**src/rtl/decode_exec_reg.sv**
```systemverilog
// decode_exec_reg: ID/EX pipeline register with load-use stall FSM, flush squash and downstream hold.
// Define DECODE_EXEC_STALL_COUNT_EN to add stall_cnt, a wrapping count of hazard-induced stall cycles.
module decode_exec_reg #(
  parameter int CTRL_W   = 8,
  parameter int LOAD_LAT = 1
) (
  input  logic              clk,
  input  logic              rst_n,
  input  logic              id_valid,
  input  logic [3:0]        id_r2,
  input  logic [3:0]        id_r3,
  input  logic [31:0]       id_r2_val,
  input  logic [31:0]       id_r3_val,
  input  logic [3:0]        id_dest,
  input  logic              id_wr_en,
  input  logic              id_is_load,
  input  logic [CTRL_W-1:0] id_ctrl,
  input  logic              flush,
  input  logic              ex_hold,
  output logic              ex_valid,
  output logic [3:0]        ex_r2,
  output logic [3:0]        ex_r3,
  output logic [31:0]       ex_r2_val,
  output logic [31:0]       ex_r3_val,
  output logic [3:0]        ex_dest,
  output logic              ex_wr_en,
  output logic              ex_is_load,
  output logic [CTRL_W-1:0] ex_ctrl,
`ifdef DECODE_EXEC_STALL_COUNT_EN
  output logic [31:0]       stall_cnt,
`endif
  output logic              stall
);

  typedef enum logic {RUN = 1'b0, STALL = 1'b1} state_t;

  localparam logic [1:0] CNT_INIT = 2'(LOAD_LAT - 1);

  state_t     state;
  state_t     state_nxt;
  logic [1:0] cnt;
  logic [1:0] cnt_nxt;
  logic       hazard;
  logic       take_id;
  logic       take_bubble;

  // Both sources matching the same load destination is still a single hazard.
  assign hazard = ex_valid & ex_is_load & ex_wr_en & id_valid &
                  ((id_r2 == ex_dest) | (id_r3 == ex_dest));

  always_ff @(posedge clk or negedge rst_n) begin
    if (!rst_n) begin
      state <= RUN;
      cnt   <= 2'd0;
    end else begin
      state <= state_nxt;
      cnt   <= cnt_nxt;
    end
  end

  always_comb begin
    state_nxt = state;
    cnt_nxt   = cnt;
    if (flush) begin
      state_nxt = RUN;
      cnt_nxt   = 2'd0;
    end else if (!ex_hold) begin
      unique case (state)
        RUN: begin
          if (hazard) begin
            cnt_nxt   = CNT_INIT;
            state_nxt = (LOAD_LAT > 1) ? STALL : RUN;
          end
        end
        STALL: begin
          cnt_nxt = cnt - 2'd1;
          if (cnt == 2'd1) state_nxt = RUN;
        end
      endcase
    end
  end

  // The hazard cycle in RUN counts as the first of the LOAD_LAT stall cycles.
  always_comb begin
    stall       = 1'b0;
    take_id     = 1'b0;
    take_bubble = 1'b0;
    if (!rst_n) begin
      stall = 1'b0;
    end else if (flush) begin
      take_bubble = 1'b1;
    end else if (ex_hold) begin
      stall = 1'b1;
    end else if (state == STALL || hazard) begin
      stall       = 1'b1;
      take_bubble = 1'b1;
    end else begin
      take_id = 1'b1;
    end
  end

  always_ff @(posedge clk or negedge rst_n) begin
    if (!rst_n) begin
      ex_valid   <= 1'b0;
      ex_r2      <= '0;
      ex_r3      <= '0;
      ex_r2_val  <= '0;
      ex_r3_val  <= '0;
      ex_dest    <= '0;
      ex_wr_en   <= 1'b0;
      ex_is_load <= 1'b0;
      ex_ctrl    <= '0;
    end else if (take_bubble) begin
      ex_valid   <= 1'b0;
      ex_r2      <= '0;
      ex_r3      <= '0;
      ex_r2_val  <= '0;
      ex_r3_val  <= '0;
      ex_dest    <= '0;
      ex_wr_en   <= 1'b0;
      ex_is_load <= 1'b0;
      ex_ctrl    <= '0;
    end else if (take_id) begin
      ex_valid   <= id_valid;
      ex_r2      <= id_r2;
      ex_r3      <= id_r3;
      ex_r2_val  <= id_r2_val;
      ex_r3_val  <= id_r3_val;
      ex_dest    <= id_dest;
      ex_wr_en   <= id_wr_en;
      ex_is_load <= id_is_load;
      ex_ctrl    <= id_ctrl;
    end
  end

`ifdef DECODE_EXEC_STALL_COUNT_EN
  // Hold-induced stalls are excluded; flush cycles never stall so they never count.
  always_ff @(posedge clk or negedge rst_n) begin
    if (!rst_n) begin
      stall_cnt <= 32'd0;
    end else if (stall && !ex_hold) begin
      stall_cnt <= stall_cnt + 32'd1;
    end
  end
`endif

endmodule

```
**config.mk**
```make
export PLATFORM = sky130hd
export DESIGN_NAME = decode_exec_reg
export DESIGN_NICKNAME = d
export VERILOG_FILES = /design/src/rtl/decode_exec_reg.sv
export SDC_FILE = /design/constraint.sdc
export NUM_CORES = 1
export LEC_CHECK = 0
export BUFFER_PORTS_ARGS = -buffer_cell sky130_fd_sc_hd__clkbuf_2
export CORE_MARGIN = 8
export CORE_UTILIZATION = 40
export DETAILED_ROUTE_END_ITERATION = 16
export GPL_ROUTABILITY_DRIVEN = 1
export GPL_TIMING_DRIVEN = 0
export PLACE_DENSITY = 0.72
export SLEW_MARGIN = 20
export SYNTH_ARGS = -nofsm -noshare
export SYNTH_HDL_FRONTEND = slang
export SYNTH_SLANG_ARGS = --single-unit
```
**constraint.sdc**
```tcl
create_clock -name clk -period 1.57 [get_ports clk]
set_clock_uncertainty 0.1 [all_clocks]
set_input_delay 0.2355 -clock clk [delete_from_list [all_inputs] [get_ports clk]]
set_output_delay 0.2355 -clock clk [all_outputs]
set_load 0.1 [all_outputs]
```
After elaboration in Yosys (flattened, before gate mapping) --
Index checks and enable logic that the tools add are counted.
Operators by class: add/subtract/negate cells 1, eq/ne operators 5, multiplexer cells 37, bitwise logic cells 6, reductions and logical operators 3
Operator list (count):
- $mux 32 | 4
- $mux 4 | 6
- $mux 1 | 20
- $mux 8 | 2
- $eq 4x4->1 | 2
- $mux 2 | 3
- $and 1x1->1 | 4
- $pmux 2 s2 | 1
- $ne 3x3->1 const B | 1
- $eq 2x1->1 const B | 1
- $ne 2x2->1 const B | 1
- $pmux 1 s2 | 1
- $reduce_and 2->1 | 1
- $reduce_bool 2->1 | 1
- $sub 2x1->2 const B | 1
- $logic_or 1x1->1 | 1
- $not 1->1 | 1
- $or 1x1->1 | 1
Storage, ports and cells: bits in registers 90, input bits 91, output and inout port bits 88

Logic depth before layout (Yosys ltp) --
Gate-level depths: netlist of run 1.
depth after elaboration 11, mapped depth 7, mapped depth without buffers 5

Worst setup path after synthesis of run 1 --
No wires, ideal clock.
kind register -> output, from reg ex_dest[2], to out stall, data arrival time 2.359 ns, required time 1.234 ns, slack -1.124 ns, cell stages (with the launch flop) 5, cells stage by stage dfrtp_1 > xnor2_1 > nand4_1 > a21oi_2 > o311a_1
On the way: cells in the longest elaborated chain, start to end 8, elaborated cells between the ends (all ways) 9, those cells by class 2 x eq/ne; 4 x mux; 2 x bitwise; 1 x reduce/logical
RTL lines:
- start: declaration | line 25 | output logic [3:0] ex_dest,
- start signal: assignment | line 129 | ex_dest <= id_dest;
- $eq 4x4->1 | line 49 | ((id_r2 == ex_dest) | (id_r3 == ex_dest));
- $or 1x1->1 (*) | line 49
- $and 1x1->1 (*) | line 48 | assign hazard = ex_valid & ex_is_load & ex_wr_en & id_valid &
- $logic_or 1x1->1 (*) | line 94 | end else if (state == STALL || hazard) begin
- $mux 1 (*) | line 94
- $mux 1 (*) | line 92 | end else if (ex_hold) begin
- $mux 1 (*) | line 90 | end else if (flush) begin
- $mux 1 (*) | line 88 | if (!rst_n) begin
- end: declaration | line 32 | output logic stall
Every way passes the cells marked *; elsewhere a longest branch is shown, timed or not.

Final worst setup path of run 1 --
from reg ex_dest[3], to out stall
The elaborated chain is that of the path after synthesis.

==> flow_metrics.py, run 1 <==
metrics = {
    "global_routing": {
        "use_met1": 0.226,
        "gr-total-overflow": 0,
        "use_met2": 0.319,
        "grtUsageMet3": 0.0744,
        "grt_pass1_vias": 3953,
        "grt_busiest_layer": "met2",
        "antenna_found_initial": 0,
        "grt_pass1_wl_um": 20400,
        "grtUsageTotal": 0.194,
        "grt_start_max_net_pins": 47,
    },
    "clocking": {
        "htreeDepth": 3,
        "cts_tree": "yes",
        "root_buffer": "clkbuf_8",
        "clkTransAtPathRegs_ns": 0.09,
        "insertion_delay_ns": 0.35,
        "cts.sinks": 90,
        "cts_buffers": 9,
        "clockBufferDepth": 2,
    },
    "die": {
        "die_area_sq_um": 13600,
        "die_y_um": 117,
        "core_area_sq_um": 9820,
        "chipWidth_um": 117,
        "ios": 179,
        "fp-row-count": 36,
        "initial_core_util": 0.414,
    },
    "power": {
        "max-vdd-ir-drop_v": 0.000657,
        "p_leak_nw": 2.88,
        "power.density_nw_per_um2": 1100,
    },
    "synth": {
        "ys_top_cells_by_area": "dfrtp_1 55%, a21boi_0 15%, a31o_2 14%",
        "ys_types": 24,
        "avgSynthCellArea_sq_um": 12.3,
        "synth_area_leader_cell": "dfrtp_1",
        "synthArstFlopShare": 1.00,
        "ys_seq_elements": 90,
        "syn-cell-area_sq_um": 4060,
        "synth_top_area_share": 0.554,
        "synth-main-ff-cell": "dfrtp_1",
        "synth_nets": 423,
        "ys_warn_count": 0,
        "syn_inst": 331,
        "synth_edf_count": 0,
        "seq_area_frac_synth": 0.554,
    },
    "sta": {
        "fin_hold_ws_ns": -0.355,
        "finalSetupViolations": 90,
        "hold_violations": 90,
        "drv_slew": 0,
        "slew-limit-headroom": 0.540,
        "finalWorstSetupSlack_ns": -0.550,
        "fmaxAchievable_ghz": 0.472,
        "timing.final.crit_period_ns": 2.12,
        "worstMarginPinSlew_ns": 0.687,
        "setup_tns_ns": -42.43,
        "rsz0062_at_grt": "yes",
        "period_share": 1.35,
    },
    "critical_path": {
        "startpoint_type": "flip-flop",
        "cp_cell_sequence": "xnor2_2 -> nand4_1 -> a21oi_4 -> o311a_4 -> clkbuf_16",
        "cp_max_fo": 3,
        "critical_path.max_stage_delay_ns": 0.52,
        "crit_arrival_ns": 1.78,
        "timing.critical_path.slowest_stage_cell": "dfrtp_4",
        "required_ns": 1.23,
        "crit_type": "reg -> out",
        "end_kind": "primary output",
    },
    "drt": {
        "dr_total_vias": 3608,
        "drt_iter0_markers": 188,
        "drtAntennaViolNets": 0,
        "wire_per_inst_um": 18.9,
        "wirelength_um": 13100,
        "route.detailed.drc": 0,
        "firstDrtPassIters": 4,
        "viasPerCell": 5.21,
    },
    "cells_and_area": {
        "final_nets": 647,
        "drive_above_1_share": 0.538,
        "n_fill_cell": 851,
        "antennaDiodeCount": 0,
        "area_growth_pct": 44.3,
        "utilization": 0.597,
    },
    "place": {
        "globalplace.congestion": 0.791,
        "portBuffers": 177,
        "dp_worst_setup_slack_ns": -1.79,
        "dpl.hpwl_um": 9050,
    },
    "run": {
        "maxCapViolations": 0,
    },
    "run_status": {
        "status": "finished with violations",
        "violations": "negative hold slack, negative setup slack",
    },
    "hold_path": {
        "min-delay-path-class": "in -> async",
    },
}
power by group:
part / internal (mW) / switching, mW
Clock: 0.778 / 0.783
Combinational: 0.548 / 1.73
Sequential: 2.49 / 0.0974
area by class of cell:
class                      count  area (sq um)  share of cell area
clock buffer                  13           149              0.0254
sequential                    90          2270               0.387
timing repair buffer         213          1330               0.227
tap                          133           166              0.0284
clock inverter                 3          40.0             0.00683
multi-input combinational    199          1710               0.291
buffer                        38           185              0.0316
inverter                       4          15.0             0.00256
what timing repair did:
action,4_1_cts,5_1_grt
gates resized for setup,29,7
endpoints found under the hold margin,112,92
hold buffers,23,2
pin swaps,7,3
setup buffers,9,0
setup endpoints to repair,94,96
gates cloned,2,0
final timing paths:
| check | startpoint | end | slack (ns) | cells past startpoint |
|---|---|---|---|---|
| setup / recovery | ex_dest[3] | stall | -0.55 | 5 |
| hold / removal | rst_n | ex_dest[3] | -0.35 | 1 |
| setup reg to reg | ex_dest[3] | ex_r2_val[17] | -0.53 | 8 |
| hold reg to reg | cnt[0] | cnt[0] | 0.45 | 1 |
| max in group asynchronous | rst_n | ex_r2_val[17] | 1.38 | 1 |
| min in group clk | id_r3_val[9] | ex_r3_val[9] | 0.02 | 2 |
per-layer routing:
layer / up-vias / wire (um) / part of all wire
li1: 1697 / - / -
met1: 1757 / 5130 / 0.39
met2: 141 / 6310 / 0.48
met3: 13 / 1470 / 0.11
met4: 0 / 166 / 0.013
met5: - / 0 / 0
registers in the layout, indices dropped and copies added, names as in the netlist, 2 cells and up:
register	count
ex_r2_val	32
cnt	2
ex_r3	4
ex_r2	4
ex_dest	4
ex_r3_val	32
ex_ctrl	8
synth_stat cells (all sizes together) (2+ instances only):
cell type  count
a21boi        87
inv            4
buf           10
nand4          3
dfrtp         90
a211oi         2
clkbuf        28
a21oi          3
a31o          87
xnor2          8
through the flow:
stage / total power [mW] / hold slack (ns) / instances / area [sq um]
floorplan: 4.30 / -0.160 / 331 / 4100
global route: 6.69 / -0.353 / 693 / 5860
CTS: 6.49 / -0.363 / 691 / 5830
global placement: 4.76 / 0.365 / 641 / 5150
detailed placement: 4.79 / 0.257 / 641 / 5160
finish: 6.43 / -0.355 / 693 / 5860
layout by cell type, fill, tap and decap left out, types with 5 or more instances in the layout:
cell type,synthesis,layout
buf_4,1,9
dlygate4sd3_1,0,25
a31o_2,67,67
dfrtp_1,90,83
xnor2_2,0,6
clkbuf_2,0,168
a31o_1,20,20
a21boi_0,83,83
clkbuf_16,0,5
buf_2,7,11
clkbuf_8,0,11
clkbuf_1,28,28
kinds of logic (layout without fill, tap and decap cells):
| logic type | Yosys count | in the layout | synth area share |
|---|---|---|---|
| AOI/OAI and AO/OA | 182 | 182 | 0.363 |
| DFF | 90 | 90 | 0.554 |
| buffers and inverters | 42 | 271 | 0.0456 |
| xor gates and xnor gates | 8 | 8 | 0.0172 |
| and+or+nand+nor | 8 | 8 | 0.0169 |
| adders and majority gates | 1 | 1 | 0.00308 |
critical path, delay by kind of cell (launching register included):
kind / cells / cell delay [ns]
compound gates: 2 / 0.40
simple gates: 1 / 0.17
buf+inv: 1 / 0.19
xor+xnor: 1 / 0.14
flops: 1 / 0.52
No activity file was read; power rests on OpenSTA's default activity.
==> inputs of run 2 (changes only) <==
--- a/config.mk
+++ b/config.mk
@@ -5,13 +5,13 @@
 export SDC_FILE = /design/constraint.sdc
 export NUM_CORES = 1
 export LEC_CHECK = 0
-export BUFFER_PORTS_ARGS = -buffer_cell sky130_fd_sc_hd__clkbuf_2
 export CORE_MARGIN = 8
 export CORE_UTILIZATION = 40
 export DETAILED_ROUTE_END_ITERATION = 16
+export DONT_BUFFER_PORTS = 1
 export GPL_ROUTABILITY_DRIVEN = 1
 export GPL_TIMING_DRIVEN = 0
-export PLACE_DENSITY = 0.72
+export PLACE_DENSITY = 0.56
 export SLEW_MARGIN = 20
 export SYNTH_ARGS = -nofsm -noshare
 export SYNTH_HDL_FRONTEND = slang
==> run 2 against run 1 <==
  * Fmax down 8.8%
  * Non-clock buffer count down 118
  * Setup slack worse by 0.20 ns
  * Sequential power up 52%
  * Highest routed layer unchanged
  * Critical path depth down 1
  * Power down 4.6%
  * First-iteration DRC count down 20%
  * The flow still finishes with violations (negative hold slack, negative setup slack)
  * Final area down 5.2%
  * Via count down 11%
  * Combinational power down 69%
==> flow_metrics.py, run 2 (same netlist as run 1, synthesis figures left out) <==
metrics = {
    "power": {
        "p_comb_frac": 0.117,
        "p_clk_frac": 0.242,
        "p_int_mw": 3.63,
        "p_leak_nw": 2.20,
        "swShare": 0.409,
        "power.switching_mw": 2.51,
        "seqPwrFrac": 0.641,
        "max-vdd-ir-drop_v": 0.000672,
        "power.density_nw_per_um2": 1100,
    },
    "sta": {
        "period_share": 1.48,
        "fmaxAchievable_ghz": 0.430,
        "timing.final.crit_period_ns": 2.32,
        "rsz0062_at_grt": "yes",
        "fin_hold_ws_ns": -0.532,
        "slew-limit-headroom": 0.604,
        "hold_violations": 90,
        "finalSetupViolations": 90,
        "drv_slew": 0,
        "finalWorstSetupSlack_ns": -0.754,
        "worstMarginPinSlew_ns": 0.592,
    },
    "die": {
        "core_area_sq_um": 9820,
        "die_y_um": 117,
        "ios": 179,
        "die_area_sq_um": 13600,
        "initial_core_util": 0.414,
        "fp-row-count": 36,
        "chipWidth_um": 117,
    },
    "critical_path": {
        "critical_path.max_stage_delay_ns": 0.64,
        "cp_cell_sequence": "xnor2_1 -> nand4_1 -> a21oi_4 -> o311a_4",
        "startpoint_type": "flip-flop",
        "end_kind": "primary output",
        "cpLargestDelayFamily": "flip-flops",
        "cp_max_fo": 4,
        "crit_arrival_ns": 1.99,
        "timing.critical_path.slowest_stage_cell": "dfrtp_4",
        "crit_type": "reg -> out",
        "cp_num_buf_inv": 0,
        "required_ns": 1.23,
    },
    "drt": {
        "firstDrtPassIters": 4,
        "drtAntennaViolNets": 0,
        "route.detailed.drc": 0,
        "wire_per_inst_um": 22.0,
        "viasPerCell": 5.58,
        "drt_iter0_markers": 151,
        "dr_total_vias": 3207,
        "wirelength_um": 12600,
    },
    "clocking": {
        "cts_buffers": 9,
        "clkTransAtPathRegs_ns": 0.09,
        "clockBufferDepth": 2,
        "insertion_delay_ns": 0.35,
        "htreeDepth": 3,
        "cts_tree": "yes",
        "cts.sinks": 90,
        "ctsHoldBuffers": 88,
        "root_buffer": "clkbuf_8",
    },
    "global_routing": {
        "grtUsageTotal": 0.185,
        "antenna_found_initial": 0,
        "gr-total-overflow": 0,
        "grt_pass1_vias": 3612,
        "grt_pass1_wl_um": 19400,
        "grt_start_max_net_pins": 92,
    },
    "cells_and_area": {
        "antennaDiodeCount": 0,
        "drive_above_1_share": 0.448,
        "n_fill_cell": 853,
        "final_nets": 529,
        "area_growth_pct": 36.8,
        "final_common_cell": "dlygate4sd3_1",
        "multi_input_area_sq_um": 1700,
        "top_regs": "ex_r2_val (32), ex_r3_val (32), ex_ctrl (8)",
        "final_cell_mix": "88 x dlygate4sd3_1, 83 x a21boi_0, 83 x dfrtp_2",
        "final-seq-area_sq_um": 2370,
    },
    "run_status": {
        "violations": "negative hold slack, negative setup slack",
        "status": "finished with violations",
    },
    "place": {
        "dpl.hpwl_um": 8250,
        "globalplace.congestion": 0.746,
        "portBuffers": 0,
        "dp_worst_setup_slack_ns": -0.840,
    },
    "hold_path": {
        "min-delay-path-class": "in -> async",
    },
    "run": {
        "maxCapViolations": 0,
    },
}
[run 2: final cells by class]
type	instances	share of cell area
buffer	38	0.0331
timing repair buffer	95	0.169
clock inverter	2	0.00180
multi-input combinational	199	0.306
sequential	90	0.427
inverter	4	0.00270
tap	133	0.0299
clock buffer	14	0.0311
[run 2: power by group through the flow]
stage | clock (mW) | sequential [mW] | combinational (mW)
floorplan | 0 | 3.88 | 0.411
global placement | 0 | 3.94 | 0.488
detailed placement | 0 | 3.95 | 0.500
CTS | 1.56 | 3.94 | 0.707
global route | 1.64 | 3.96 | 0.779
finish | 1.49 | 3.93 | 0.716
[run 2: worst paths after layout]
kind                             from            to  slack, ns  depth (start not counted)
min                             rst_n    ex_ctrl[0]      -0.53                          0
min in group clk              ex_hold         state       0.26                          3
max in group asynchronous       rst_n  ex_r3_val[2]       1.72                          0
max                        ex_dest[0]         stall      -0.75                          4
max reg2reg                ex_dest[0]  ex_r3_val[6]      -0.75                          9
min reg2reg                    cnt[0]        cnt[0]       0.43                          1
[run 2: per-stage QoR]
| stage | cells | utilization | cell area (sq um) | TNS, ns | power (mW) |
|---|---|---|---|---|---|
| after floorplan | 331 | - | 4100 | -30.01 | 4.30 |
| after global placement | 464 | 0.434 | 4260 | -63.91 | 4.43 |
| after detailed placement | 464 | 0.434 | 4260 | -62.01 | 4.45 |
| after CTS | 574 | 0.563 | 5530 | -55.88 | 6.21 |
| after global routing | 575 | 0.566 | 5560 | -64.04 | 6.38 |
| final | 575 | 0.566 | 5560 | -57.08 | 6.13 |
[run 2: metal layers]
layer / wire, um / share of wire / GRT usage
met3: 1410 / 0.11 / 0.0759
met4: 226 / 0.018 / 0.0802
met5: 0 / 0 / 0
met2: 6250 / 0.49 / 0.307
met1: 4740 / 0.38 / 0.204
[run 2: timing repair]
item                       in CTS  in global routing
pin swaps                       7                  3
hold endpoints to repair      180                 90
setup endpoints to repair     170                 90
resized for setup              93                  3
buffers inserted                6                  1
==> inputs of run 3 (changes only) <==
--- a/config.mk
+++ b/config.mk
@@ -11,7 +11,7 @@
 export DONT_BUFFER_PORTS = 1
 export GPL_ROUTABILITY_DRIVEN = 1
 export GPL_TIMING_DRIVEN = 0
-export PLACE_DENSITY = 0.56
+export PLACE_DENSITY = 0.54
 export SLEW_MARGIN = 20
 export SYNTH_ARGS = -nofsm -noshare
 export SYNTH_HDL_FRONTEND = slang
==> constraint.sdc (replaced) <==
create_clock -name clk -period 2.5 [get_ports clk]
set_clock_uncertainty 0.1 [all_clocks]
set_input_delay 0.375 -clock clk [delete_from_list [all_inputs] [get_ports clk]]
set_output_delay 0.375 -clock clk [all_outputs]
set_load 0.1 [all_outputs]
==> run 3 against run 2 <==
  * The flow finishes with violations (negative hold slack)
  * Core utilization decreased by 11 points
  * First-iteration DRC count rose by 21%
  * Critical endpoint unchanged
  * Hold slack better by 0.14 ns
  * Final cell count is 16% lower
  * Clock power shrank 40%
  * Critical path type unchanged
==> flow_metrics.py, run 3 (same netlist as run 1, synthesis figures left out) <==
metrics = {
    "critical_path": {
        "cp_max_fo": 4,
        "startpoint_type": "flip-flop",
        "required_ns": 2.03,
        "end_kind": "primary output",
        "crit_type": "reg -> out",
        "reg2reg_to": "ex_r3_val[19]",
        "r2r_slack_ns": 0.15,
        "reg2reg_from": "ex_dest[3]",
        "ff2ff_path_depth": 8,
        "crit_arrival_ns": 1.97,
    },
    "sta": {
        "drv_slew": 0,
        "timing.final.crit_period_ns": 2.45,
        "fin_hold_ws_ns": -0.393,
        "rsz0062_at_grt": "yes",
        "finalSetupViolations": 0,
        "fmaxAchievable_ghz": 0.409,
        "hold_violations": 90,
        "worstMarginPinSlew_ns": 0.939,
        "slew-limit-headroom": 0.374,
        "period_share": 0.978,
    },
    "die": {
        "fp-row-count": 36,
        "core_area_sq_um": 9820,
        "die_area_sq_um": 13600,
        "ios": 179,
        "chipWidth_um": 117,
        "initial_core_util": 0.414,
        "die_y_um": 117,
    },
    "global_routing": {
        "antenna_found_initial": 0,
        "grtUsageTotal": 0.173,
        "gr-total-overflow": 0,
        "grt_start_max_net_pins": 92,
        "grt_pass1_vias": 3136,
        "grt_pass1_wl_um": 18200,
    },
    "cells_and_area": {
        "drive_above_1_share": 0.322,
        "multi_input_area_sq_um": 1700,
        "antennaDiodeCount": 0,
        "n_fill_cell": 958,
        "utilization": 0.460,
        "instances_no_fill": 481,
        "top_regs": "ex_r2_val (32), ex_r3_val (32), ex_ctrl (8)",
        "final_cell_mix": "83 x a21boi_0, 83 x dfrtp_1, 67 x a31o_2",
        "area_growth_pct": 11.1,
        "final-seq-area_sq_um": 2270,
        "stdcell_area_sq_um": 4510,
        "final_nets": 435,
    },
    "clocking": {
        "insertion_delay_ns": 0.35,
        "cts_buffers": 9,
        "root_buffer": "clkbuf_8",
        "cts_tree": "yes",
        "clkTransAtPathRegs_ns": 0.09,
        "clockBufferDepth": 2,
        "htreeDepth": 3,
        "cts.sinks": 90,
        "ctsHoldBuffers": 1,
    },
    "drt": {
        "drtAntennaViolNets": 0,
        "firstDrtPassIters": 4,
        "wirelength_um": 11700,
        "viasPerCell": 5.80,
        "dr_total_vias": 2791,
        "drt_iter0_markers": 183,
        "wire_per_inst_um": 24.3,
        "route.detailed.drc": 0,
    },
    "power": {
        "max-vdd-ir-drop_v": 0.000368,
        "p_leak_nw": 1.90,
        "power.density_nw_per_um2": 813,
        "p_total_mw": 3.67,
    },
    "run_status": {
        "violations": "negative hold slack",
        "status": "finished with violations",
    },
    "place": {
        "globalplace.congestion": 0.763,
        "portBuffers": 0,
        "dpl_cell_area_sq_um": 4240,
        "dp.cells": 464,
        "dpl.hpwl_um": 8330,
    },
    "hold_path": {
        "min-delay-path-class": "in -> async",
    },
    "run": {
        "maxCapViolations": 0,
    },
}
## run 3: changes by cell type in the layout (fill, tap and decap cells not counted), moves of 3 or more
cell and delta:
buf_2 +5, buf_4 -9, dfrtp_1 +80, dfrtp_2 -80
dlygate4sd3_1 -87, clkinvlp_4 +3
## run 3: worst max path at each step
| stage | start | slack, ns | cells after the start | to |
|---|---|---|---|---|
| finish | ex_dest[0] | 0.05 | 4 | stall |
| global route | ex_dest[3] | -0.006 | 4 | stall |
| CTS | ex_dest[3] | 0.004 | 8 | ex_r3_val[12] |
| detailed placement | rst_n | -0.29 | 4 | stall |
| global placement | rst_n | -0.29 | 4 | stall |
| floorplan | ex_valid | 0.11 | 3 | stall |
## run 3: where the power goes
group | internal [mW] | switching [mW] | leakage, nW | total [mW]
Sequential | 1.55 | 0.898 | 1.19 | 2.44
Clock | 0.388 | 0.513 | 0.0786 | 0.901
Combinational | 0.171 | 0.154 | 0.633 | 0.325
## run 3: layout make-up
type,count,area share
inverters,4,0.00333
clock buffers,12,0.0322
flip-flops and latches,90,0.503
well taps,133,0.0369
clock inverters,4,0.00610
repair buffers,2,0.00388
multi-input cells,199,0.377
plain buffers,37,0.0372
## run 3: timing repair
item | 4_1_cts | 5_1_grt
hold endpoints to repair | 93 | 90
pin swaps | 2 | 7
setup buffers | 1 | 0
setup endpoints to repair | 21 | 71
resized for setup | 13 | 5
## run 3: critical path: stages, from the launching register on
cell and delay, ns:
dfrtp_4 0.64, xnor2_1 0.21, nand4_1 0.17, a21oi_4 0.21, o311a_4 0.38
## run 3: through the flow
stage / hold WS (ns) / setup TNS, ns / setup WS (ns)
after floorplan: -0.0206 / 0 / 0.109
after global placement: -0.0183 / -0.725 / -0.293
after detailed placement: -0.0180 / -0.719 / -0.293
after CTS: -0.414 / 0 / 0.00449
after global routing: -0.419 / -0.00613 / -0.00613
final: -0.393 / 0 / 0.0540
## run 3: routing by layer
metal  vias up  wire (um)  track usage
met4         0        147       0.0529
met3        13       1510       0.0934
met1      1387       4410        0.199
li1       1278          -            -
met2       113       5600        0.272
met5         -          0            0
